**config.mk**
```make
export PLATFORM = sky130hd
export DESIGN_NAME = imm_gen_pipe
export DESIGN_NICKNAME = d
export VERILOG_FILES = /design/src/rtl/imm_gen_pipe.sv
export SDC_FILE = /design/constraint.sdc
export NUM_CORES = 1
export LEC_CHECK = 0
export BUFFER_PORTS_ARGS = -buffer_cell sky130_fd_sc_hd__clkbuf_2
export CAP_MARGIN = 20
export CORE_UTILIZATION = 37
export DETAILED_ROUTE_END_ITERATION = 10
export GPL_ROUTABILITY_DRIVEN = 0
export GPL_TIMING_DRIVEN = 0
export PLACE_DENSITY = 0.59
export SETUP_SLACK_MARGIN = 0.15
export SYNTH_ARGS = -nofsm -noshare
export SYNTH_HDL_FRONTEND = slang
export SYNTH_SLANG_ARGS = --single-unit
export TNS_END_PERCENT = 30
```
**constraint.sdc**
```tcl
create_clock -name clk -period 4.6 [get_ports clk]
set_input_delay 0.23 -clock clk [delete_from_list [all_inputs] [get_ports clk]]
set_output_delay 0.23 -clock clk [all_outputs]
set_load 0.02 [all_outputs]
```
**src/rtl/imm_gen_pipe.sv**
```systemverilog
// Registered RV32I/RV64I immediate generator with a 2-entry skid buffer on valid/ready.
// Define IMM_GEN_PERF_EN to add the perf_insn_cnt / perf_illegal_cnt counters.
module imm_gen_pipe #(
  parameter int unsigned XLEN  = 32,
  parameter int unsigned TAG_W = 4
) (
  input  logic             clk,
  input  logic             rst,
  input  logic             in_valid,
  output logic             in_ready,
  input  logic [31:0]      in_instr,
  input  logic [TAG_W-1:0] in_tag,
  output logic             out_valid,
  input  logic             out_ready,
  output logic [XLEN-1:0]  out_imm,
  output logic [2:0]       out_fmt,
  output logic             out_illegal,
  output logic [TAG_W-1:0] out_tag
`ifdef IMM_GEN_PERF_EN
  ,
  output logic [31:0]      perf_insn_cnt,
  output logic [31:0]      perf_illegal_cnt
`endif
);

  localparam int unsigned INSTR_W = 32;

  localparam logic [2:0] FMT_R     = 3'd0;
  localparam logic [2:0] FMT_I     = 3'd1;
  localparam logic [2:0] FMT_S     = 3'd2;
  localparam logic [2:0] FMT_B     = 3'd3;
  localparam logic [2:0] FMT_U     = 3'd4;
  localparam logic [2:0] FMT_J     = 3'd5;
  localparam logic [2:0] FMT_SHAMT = 3'd6;
  localparam logic [2:0] FMT_ILL   = 3'd7;

  localparam logic [6:0] OP_LOAD   = 7'b0000011;
  localparam logic [6:0] OP_JALR   = 7'b1100111;
  localparam logic [6:0] OP_SYSTEM = 7'b1110011;
  localparam logic [6:0] OP_IMM    = 7'b0010011;
  localparam logic [6:0] OP_IMM32  = 7'b0011011;
  localparam logic [6:0] OP_STORE  = 7'b0100011;
  localparam logic [6:0] OP_BRANCH = 7'b1100011;
  localparam logic [6:0] OP_LUI    = 7'b0110111;
  localparam logic [6:0] OP_AUIPC  = 7'b0010111;
  localparam logic [6:0] OP_JAL    = 7'b1101111;
  localparam logic [6:0] OP_OP     = 7'b0110011;
  localparam logic [6:0] OP_OP32   = 7'b0111011;

  typedef struct packed {
    logic [XLEN-1:0]  imm;
    logic [2:0]       fmt;
    logic             illegal;
    logic [TAG_W-1:0] tag;
  } entry_t;

  entry_t out_q, out_d, skid_q, skid_d, dec;
  logic   out_valid_q, out_valid_d, skid_valid_q, skid_valid_d;
  logic   in_fire, out_fire, is_shift;
  logic [INSTR_W-1:0] imm32;
  logic   sext;

  assign in_ready = ~rst & ~skid_valid_q;
  assign in_fire  = in_valid & in_ready;
  assign out_fire = out_valid_q & out_ready;
  assign is_shift = (in_instr[14:12] == 3'b001) || (in_instr[14:12] == 3'b101);

  // Decode: build a 32-bit pattern, then sign- or zero-extend to XLEN.
  always_comb begin
    imm32       = '0;
    sext        = 1'b0;
    dec.fmt     = FMT_ILL;
    dec.illegal = 1'b1;
    case (in_instr[6:0])
      OP_LOAD, OP_JALR, OP_SYSTEM: begin
        dec.fmt = FMT_I;
        imm32   = {{20{in_instr[31]}}, in_instr[31:20]};
        sext    = 1'b1;
      end
      OP_IMM: begin
        if (is_shift) begin
          dec.fmt = FMT_SHAMT;
          imm32   = (XLEN == 64) ? {26'b0, in_instr[25:20]} : {27'b0, in_instr[24:20]};
        end else begin
          dec.fmt = FMT_I;
          imm32   = {{20{in_instr[31]}}, in_instr[31:20]};
          sext    = 1'b1;
        end
      end
      OP_IMM32: begin
        if (XLEN == 64) begin
          if (is_shift) begin
            dec.fmt = FMT_SHAMT;
            imm32   = {27'b0, in_instr[24:20]};
          end else begin
            dec.fmt = FMT_I;
            imm32   = {{20{in_instr[31]}}, in_instr[31:20]};
            sext    = 1'b1;
          end
        end
      end
      OP_STORE: begin
        dec.fmt = FMT_S;
        imm32   = {{20{in_instr[31]}}, in_instr[31:25], in_instr[11:7]};
        sext    = 1'b1;
      end
      OP_BRANCH: begin
        dec.fmt = FMT_B;
        imm32   = {{19{in_instr[31]}}, in_instr[31], in_instr[7], in_instr[30:25],
                   in_instr[11:8], 1'b0};
        sext    = 1'b1;
      end
      OP_LUI, OP_AUIPC: begin
        dec.fmt = FMT_U;
        imm32   = {in_instr[31:12], 12'b0};
        sext    = 1'b1;
      end
      OP_JAL: begin
        dec.fmt = FMT_J;
        imm32   = {{11{in_instr[31]}}, in_instr[31], in_instr[19:12], in_instr[20],
                   in_instr[30:21], 1'b0};
        sext    = 1'b1;
      end
      OP_OP:   dec.fmt = FMT_R;
      OP_OP32: dec.fmt = (XLEN == 64) ? FMT_R : FMT_ILL;
      default: dec.fmt = FMT_ILL;
    endcase
    dec.illegal = (dec.fmt == FMT_ILL);
    dec.imm     = sext ? XLEN'($signed(imm32)) : XLEN'(imm32);
    dec.tag     = in_tag;
  end

  // Skid buffer: the output register refills from skid first, else from the input.
  always_comb begin
    out_d        = out_q;
    out_valid_d  = out_valid_q;
    skid_d       = skid_q;
    skid_valid_d = skid_valid_q;
    if (~out_valid_q | out_ready) begin
      if (skid_valid_q) begin
        out_d        = skid_q;
        out_valid_d  = 1'b1;
        skid_valid_d = 1'b0;
      end else if (in_fire) begin
        out_d       = dec;
        out_valid_d = 1'b1;
      end else begin
        out_valid_d = 1'b0;
      end
    end else if (in_fire) begin
      skid_d       = dec;
      skid_valid_d = 1'b1;
    end
  end

  always_ff @(posedge clk) begin
    if (rst) begin
      out_q        <= '0;
      out_valid_q  <= 1'b0;
      skid_q       <= '0;
      skid_valid_q <= 1'b0;
    end else begin
      out_q        <= out_d;
      out_valid_q  <= out_valid_d;
      skid_q       <= skid_d;
      skid_valid_q <= skid_valid_d;
    end
  end

  assign out_valid   = out_valid_q;
  assign out_imm     = out_q.imm;
  assign out_fmt     = out_q.fmt;
  assign out_illegal = out_q.illegal;
  assign out_tag     = out_q.tag;

`ifdef IMM_GEN_PERF_EN
  logic [31:0] perf_insn_q, perf_insn_d, perf_ill_q, perf_ill_d;

  always_comb begin
    perf_insn_d = perf_insn_q;
    perf_ill_d  = perf_ill_q;
    if (out_fire) begin
      perf_insn_d = perf_insn_q + 32'd1;
      if (out_q.illegal) perf_ill_d = perf_ill_q + 32'd1;
    end
  end

  always_ff @(posedge clk) begin
    if (rst) begin
      perf_insn_q <= '0;
      perf_ill_q  <= '0;
    end else begin
      perf_insn_q <= perf_insn_d;
      perf_ill_q  <= perf_ill_d;
    end
  end

  assign perf_insn_cnt    = perf_insn_q;
  assign perf_illegal_cnt = perf_ill_q;
`else
  logic unused_fire;
  assign unused_fire = out_fire;
`endif

endmodule

```
==> impl_metrics.json, run 1 <==
{
  "antenna_found_initial": 0,
  "grtUsageTotal_pct": 22.2,
  "p_leak_uw": 0.00167,
  "min_path_type": "in -> reg",
  "min_period_ns": 1.93,
  "synth_edf_count": 0,
  "io_pins": 82,
  "pwr-share-clk_pct": 32.6,
  "postSynthNetCount": 491,
  "die_area_um2": 11000,
  "nFillCells": 1097,
  "seq_area_um2": 1640,
  "worst_slew_pin_slew_ns": 0.694,
  "synth_seq_cells": 82,
  "synth_flop_cell": "dfxtp_1",
  "setup_viol": 0,
  "critPathKind": "reg -> reg",
  "dr.pass1.iters": 5,
  "pwr-share-comb_pct": 15.7,
  "crit_path_max_incr_delay_ns": 0.49,
  "synth_cells": 451,
  "cts_resized": 0,
  "drt_iter0_markers": 185,
  "yosys_warnings": 0,
  "drive_gt1_share_pct": 24.2,
  "die_h_um": 105,
  "overflow": 0,
  "worst_clock_skew_ns": 0.00478,
  "synthTopCellsByCount": "dfxtp_1, nor2_1, nand2_1, o21ai_0, a211oi_1",
  "cts_buffer_depth": 2,
  "min_period_over_period_pct": 42.0,
  "cts_sinks": 82,
  "clk_latency_ns": 0.36,
  "dr_total_vias": 3764,
  "powerDensity_nw_per_um2": 316,
  "postRouteAntennaNets": 0,
  "cp_slowest_cell": "buf_1",
  "yosysTopAreaCellShare_pct": 42.1,
  "ctsHoldBuffers": 0,
  "setup.worst_path.end_class": "flop",
  "maxSlewHeadroom_pct": 53.7,
  "numCtsBuffers": 9,
  "sequentialPowerShare_pct": 51.7,
  "clock_tree.root_cell": "clkbuf_8",
  "internal_power_uw": 1040,
  "status": "completed",
  "critPathLaunchType": "flop",
  "yosysMostFrequentCell": "dfxtp_1",
  "clk_transition_reported_paths_ns": 0.08,
  "fin_nets": 581,
  "path_max_fanout": 10,
  "start_util_pct": 37.9,
  "grt_pass1_vias": 3580,
  "hpwl_um": 8600,
  "post_cts_buffers": 0,
  "crit_family": "buffers and inverters",
  "grt_first_pass_wirelength_um": 19000,
  "num_antenna_cells": 0,
  "design_area_um2": 4640,
  "grt_setup_unrepaired": "false",
  "hold_viol": 0,
  "netSwitchingFraction_pct": 28.8,
  "vias_per_cell": 5.53,
  "required_ns": 4.87,
  "wl_per_cell_um": 17.2,
  "rows": 37,
  "worstPathBufferInverterCount": 3,
  "drc": 0,
  "syn_area_per_cell_um2": 8.65,
  "slew_viol_final": 0,
  "ys_top_cells_by_area": "dfxtp_1, a211oi_1, o21ai_0",
  "h-tree-depth": 3,
  "port_buffers": 79,
  "grt_max_degree": 13,
  "irDropWorstVdd_v": 0.000122,
  "worstPathArrival_ns": 2.20,
  "drt_wl_total_um": 11700,
  "power.switching_uw": 423,
  "postSynth.asyncResetShare_pct": 0,
  "drv_cap": 0,
  "fmax_mhz": 518,
  "syn_area_um2": 3900,
  "cts_tree": "yes",
  "fp.coreArea_um2": 10300,
  "cp_cell_sequence": "buf_2, buf_1, clkbuf_1, a21oi_1, a211oi_1",
  "synth-seq-area-share_pct": 42.1,
  "area_growth_pct": 18.9,
  "tns_ns": 0,
  "multi_input_area_um2": 2040,
  "placed_area_um2": 4470,
  "fp.dieW_um": 105,
  "yosysTopAreaCell": "dfxtp_1",
  "synth.distinct_cells": 51
}
## worst reg2reg max path, delay by kind of cell (launching register included)
kind                   cells  cell delay, ns
buffers and inverters      3            1.18
AO/OA/AOI/OAI              2            0.35
flip-flops                 1            0.31
## per-stage QoR
step / hold WS, ns / power (uW) / util, % / worst slack [ns] / std cells
floorplan: 0.366 / 918 / - / 2.85 / 451
global placement: 0.442 / 1000 / 43.5 / 2.71 / 666
detailed placement: 0.451 / 1010 / 43.5 / 2.65 / 666
CTS: 0.0888 / 1480 / 45.1 / 2.68 / 681
global route: 0.100 / 1530 / 45.1 / 2.48 / 681
finish: 0.0970 / 1470 / 45.1 / 2.67 / 681
## routing by layer
metal	GRT usage (%)	vias up	part of all wire [%]
met5	0	-	0
met4	8.15	0	1.5
met3	3.12	12	5.4
met2	34.6	106	46
li1	-	1844	-
met1	31.1	1802	47
## cells by family after synthesis
family	Yosys count	share of synthesized area, %
flip-flops	82	42.1
XOR/XNOR	2	0.449
AND/OR/NAND/NOR	165	22.5
buffers and inverters	47	5.65
multiplexers	5	1.28
AO/OA/AOI/OAI	150	28.0
## worst paths after layout
path,from,end,slack (ns),cells past startpoint
hold / removal,in_tag[0],skid_q[0]$_SDFFE_PP0P_,0.1,3
setup / recovery,skid_valid_q$_SDFFE_PP0P_,out_imm[8]$_SDFFE_PP0P_,2.67,5
hold reg to reg,skid_q[0]$_SDFFE_PP0P_,skid_q[0]$_SDFFE_PP0P_,0.46,2
setup reg to reg,skid_valid_q$_SDFFE_PP0P_,out_imm[8]$_SDFFE_PP0P_,2.67,5
## placed cells by master, fill, tap and decap left out, types with 3 or more instances in the layout
cell type / netlist / final
o21ai_0: 42 / 42
o21ai_2: 3 / 3
nor3_1: 6 / 6
nand3b_1: 27 / 27
a311oi_1: 21 / 21
buf_1: 3 / 3
clkbuf_2: 0 / 79
nor2_1: 44 / 44
inv_1: 7 / 7
dfxtp_1: 82 / 82
nand2_1: 42 / 42
and3b_1: 3 / 3
buf_2: 11 / 11
mux2i_1: 5 / 5
clkbuf_1: 21 / 22
a211oi_1: 30 / 30
clkinv_2: 0 / 3
nor2b_1: 8 / 8
a21oi_1: 22 / 22
buf_6: 3 / 3
clkbuf_8: 0 / 11
nand2b_1: 4 / 4
nand3_1: 10 / 10
and3_1: 4 / 4
and2_1: 6 / 6
a2111oi_0: 3 / 3
a311oi_2: 10 / 10
## cell type report
| type | instances | area share [%] |
|---|---|---|
| multi-input combinational | 322 | 44.0 |
| inverter | 7 | 0.567 |
| clock buffer | 12 | 3.35 |
| tap | 136 | 3.67 |
| clock inverter | 3 | 0.324 |
| sequential | 82 | 35.4 |
| buffer | 40 | 4.18 |
| timing repair buffer | 79 | 8.53 |
## flip-flops by register name, summed over array words and instances, names as in the netlist
name,cells
out_fmt,3
out_illegal,1
out_imm,32
out_tag,4
out_valid,1
skid_q,40
skid_valid_q,1
## power groups by stage
stage | Clock (uW) | Sequential, uW | Combinational, uW
2_1_floorplan | 0 | 803 | 114
3_3_place_gp | 0 | 775 | 228
3_5_place_dp | 0 | 776 | 230
4_1_cts | 488 | 759 | 231
5_1_grt | 517 | 763 | 253
6_report | 478 | 758 | 231
(Power assumes the default switching activity.)
==> run 2, diff against run 1 <==
ABC_AREA = 1   (was default)
PLACE_DENSITY = 0.58   (was 0.59)
clock period = 1.79 ns   (was 4.6 ns; I/O delays follow)
==> run 2 against run 1 <==
Clock power grew to 3.8 times the previous value. Fmax is 23% higher. Combinational power grew to 2.8 times the previous value. Power grew to 3.0 times the previous value. Highest routed layer unchanged. Hold slack lost 0.081 ns. Sequential power increased to 2.6 times the previous value. Via count increased by 21%. Critical endpoint is now out_imm[12]$_SDFFE_PP0P_. Die area up 9.0%.
==> impl_metrics.json, run 2 <==
{
  "status": "completed",
  "cts_sinks": 82,
  "worst_slew_pin_slew_ns": 0.592,
  "drt_iter0_markers": 222,
  "port_buffers": 81,
  "postLayoutCoreUtil_pct": 47.2,
  "yosysTopAreaCell": "dfxtp_1",
  "cts_buffer_depth": 2,
  "fp.coreArea_um2": 11000,
  "synth_edf_count": 0,
  "grtUsageTotal_pct": 22.3,
  "drv_cap": 0,
  "p_leak_uw": 0.00279,
  "dr.pass1.iters": 4,
  "nFillCells": 1199,
  "irDropWorstVdd_v": 0.000581,
  "synth-seq-area-share_pct": 38.5,
  "min_period_over_period_pct": 87.3,
  "synth_cells": 662,
  "fmax_mhz": 640,
  "whs_ns": 0.0163,
  "grt-busiest-layer": "met2",
  "yosys_warnings": 0,
  "cts_tree": "yes",
  "hp-start": "in_tag[2]",
  "grt_setup_unrepaired": "true",
  "rows": 38,
  "synth_flop_cell": "dfxtp_1",
  "synth_seq_cells": 82,
  "fp.dieW_um": 109,
  "crit_path_max_incr_delay_ns": 0.31,
  "slew_viol_final": 0,
  "tns_ns": 0,
  "antenna_found_initial": 0,
  "r2r_start": "skid_valid_q$_SDFFE_PP0P_",
  "final_cell_mix": "nand2_1, nor2_1, clkbuf_2",
  "ys_top_cells_by_area": "dfxtp_1, nand2_1, nor2_1",
  "synthTopCellsByCount": "nand2_1, nor2_1, a21oi_1, dfxtp_1, o21ai_0",
  "fin_nets": 799,
  "die_h_um": 109,
  "hold_viol": 0,
  "postRouteAntennaNets": 0,
  "min_period_ns": 1.56,
  "area_growth_pct": 22.3,
  "clk_transition_reported_paths_ns": 0.06,
  "required_ns": 2.06,
  "min_to": "out_tag[2]$_SDFFE_PP0P_",
  "vias_per_cell": 5.05,
  "start_util_pct": 38.6,
  "setup.worst_path.end_class": "flop",
  "postSynthNetCount": 702,
  "dr_total_vias": 4565,
  "num_antenna_cells": 0,
  "grt_first_pass_wirelength_um": 20400,
  "largest_reg_flops": 40,
  "io_pins": 82,
  "critPathLaunchType": "flop",
  "drive_gt1_share_pct": 19.8,
  "syn_area_per_cell_um2": 6.43,
  "met1_usage_pct": 28.6,
  "yosysTopAreaCellShare_pct": 38.5,
  "min_path_type": "in -> reg",
  "h-tree-depth": 3,
  "drt_wl_total_um": 12600,
  "clock_tree.root_cell": "clkbuf_16",
  "cp_cell_sequence": "buf_2, a21oi_1, nor2_4, inv_2, buf_2, a21oi_1, a21oi_1",
  "hpwl_um": 9260,
  "critPathKind": "reg -> reg",
  "final_common_cell": "nand2_1",
  "r2r_slack_ns": 0.23,
  "r2r_end": "out_imm[12]$_SDFFE_PP0P_",
  "overflow": 0,
  "worstPathArrival_ns": 1.83,
  "path_max_fanout": 10,
  "maxSlewHeadroom_pct": 60.4,
  "die_area_um2": 11900,
  "setup_viol": 0,
  "ctsHoldBuffers": 0,
  "worstPathBufferInverterCount": 3,
  "wl_per_cell_um": 13.9,
  "crit_family": "buffers and inverters",
  "powerDensity_nw_per_um2": 852,
  "synth.distinct_cells": 26,
  "regMostFlops": "skid_q",
  "worst_clock_skew_ns": 0.00487,
  "grt_max_degree": 14,
  "yosysMostFrequentCell": "nand2_1",
  "syn_area_um2": 4260,
  "numCtsBuffers": 9,
  "met2_usage_pct": 36.4,
  "drc": 0,
  "cpMostUsedCell": "a21oi_1",
  "holdPathStages": 3,
  "clk_latency_ns": 0.34,
  "postSynth.asyncResetShare_pct": 0,
  "cp_slowest_cell": "buf_2",
  "met3_usage_pct": 4.27,
  "grt_pass1_vias": 4331,
  "worst-r2r-cell-count": 7
}
## run 2: stage by stage
step / cell area (um^2) / instances / total power [uW] / setup slack [ns]
after floorplan: 4260 / 662 / 2390 / 0.272
after global placement: 4840 / 883 / 2630 / -0.0131
after detailed placement: 4840 / 883 / 2630 / -0.0209
after CTS: 5130 / 899 / 4450 / 0.122
after global routing: 5210 / 904 / 4630 / 0.0642
final: 5210 / 904 / 4440 / 0.227
## run 2: what timing repair did
action                                  in CTS  in global routing
gates resized for setup                      3                 17
endpoints found under the setup margin      44                 71
pin swaps                                    0                  1
buffers inserted                             0                  5
gates cloned                                 0                  0
## run 2: worst min-delay path: stages
cell	delay, ns
clkbuf_2	0.09
nand2_1	0.05
a31oi_1	0.07
## run 2: power breakdown
part | switching (uW) | total (uW) | leakage (uW) | internal, uW
registers | 48.2 | 1970 | 0.000670 | 1930
clock network | 751 | 1820 | 0.000142 | 1070
logic | 429 | 643 | 0.00198 | 214
total | 1230 | 4440 | 0.00279 | 3210
## run 2: cells by family after synthesis
family,share of synthesized area (%)
AO/OA/AOI/OAI,20.4
buffers and inverters,11.1
flip-flops,38.5
AND/OR/NAND/NOR,30.0
## run 2: cell type report
cell class / instances / area [um^2] / area share [%]
repair buffers: 86 / 443 / 8.50
clock inverters: 6 / 57.6 / 1.10
multi-input cells: 474 / 2160 / 41.4
well taps: 140 / 175 / 3.36
inverters: 61 / 235 / 4.52
flip-flops and latches: 82 / 1640 / 31.5
plain buffers: 45 / 269 / 5.16
clock buffers: 10 / 229 / 4.40
## run 2: metal layers
metal | share of wire, % | vias up
met5 | 0 | -
met4 | 2.3 | 0
met3 | 6.1 | 25
met2 | 45 | 143
met1 | 47 | 2072
li1 | - | 2325
## run 2: worst max-delay path by stage
stage / start / to / slack, ns / depth (start not counted)
floorplan: out_valid$_SDFFE_PP0P_ / skid_q[17]$_SDFFE_PP0P_ / 0.27 / 11
global placement: skid_valid_q$_SDFFE_PP0P_ / out_imm[12]$_SDFFE_PP0P_ / -0.01 / 7
detailed placement: skid_valid_q$_SDFFE_PP0P_ / out_imm[13]$_SDFFE_PP0P_ / -0.02 / 7
CTS: out_valid$_SDFFE_PP0P_ / skid_q[24]$_SDFFE_PP0P_ / 0.12 / 11
global route: out_valid$_SDFFE_PP0P_ / skid_q[35]$_SDFFE_PP0P_ / 0.06 / 11
finish: skid_valid_q$_SDFFE_PP0P_ / out_imm[12]$_SDFFE_PP0P_ / 0.23 / 7
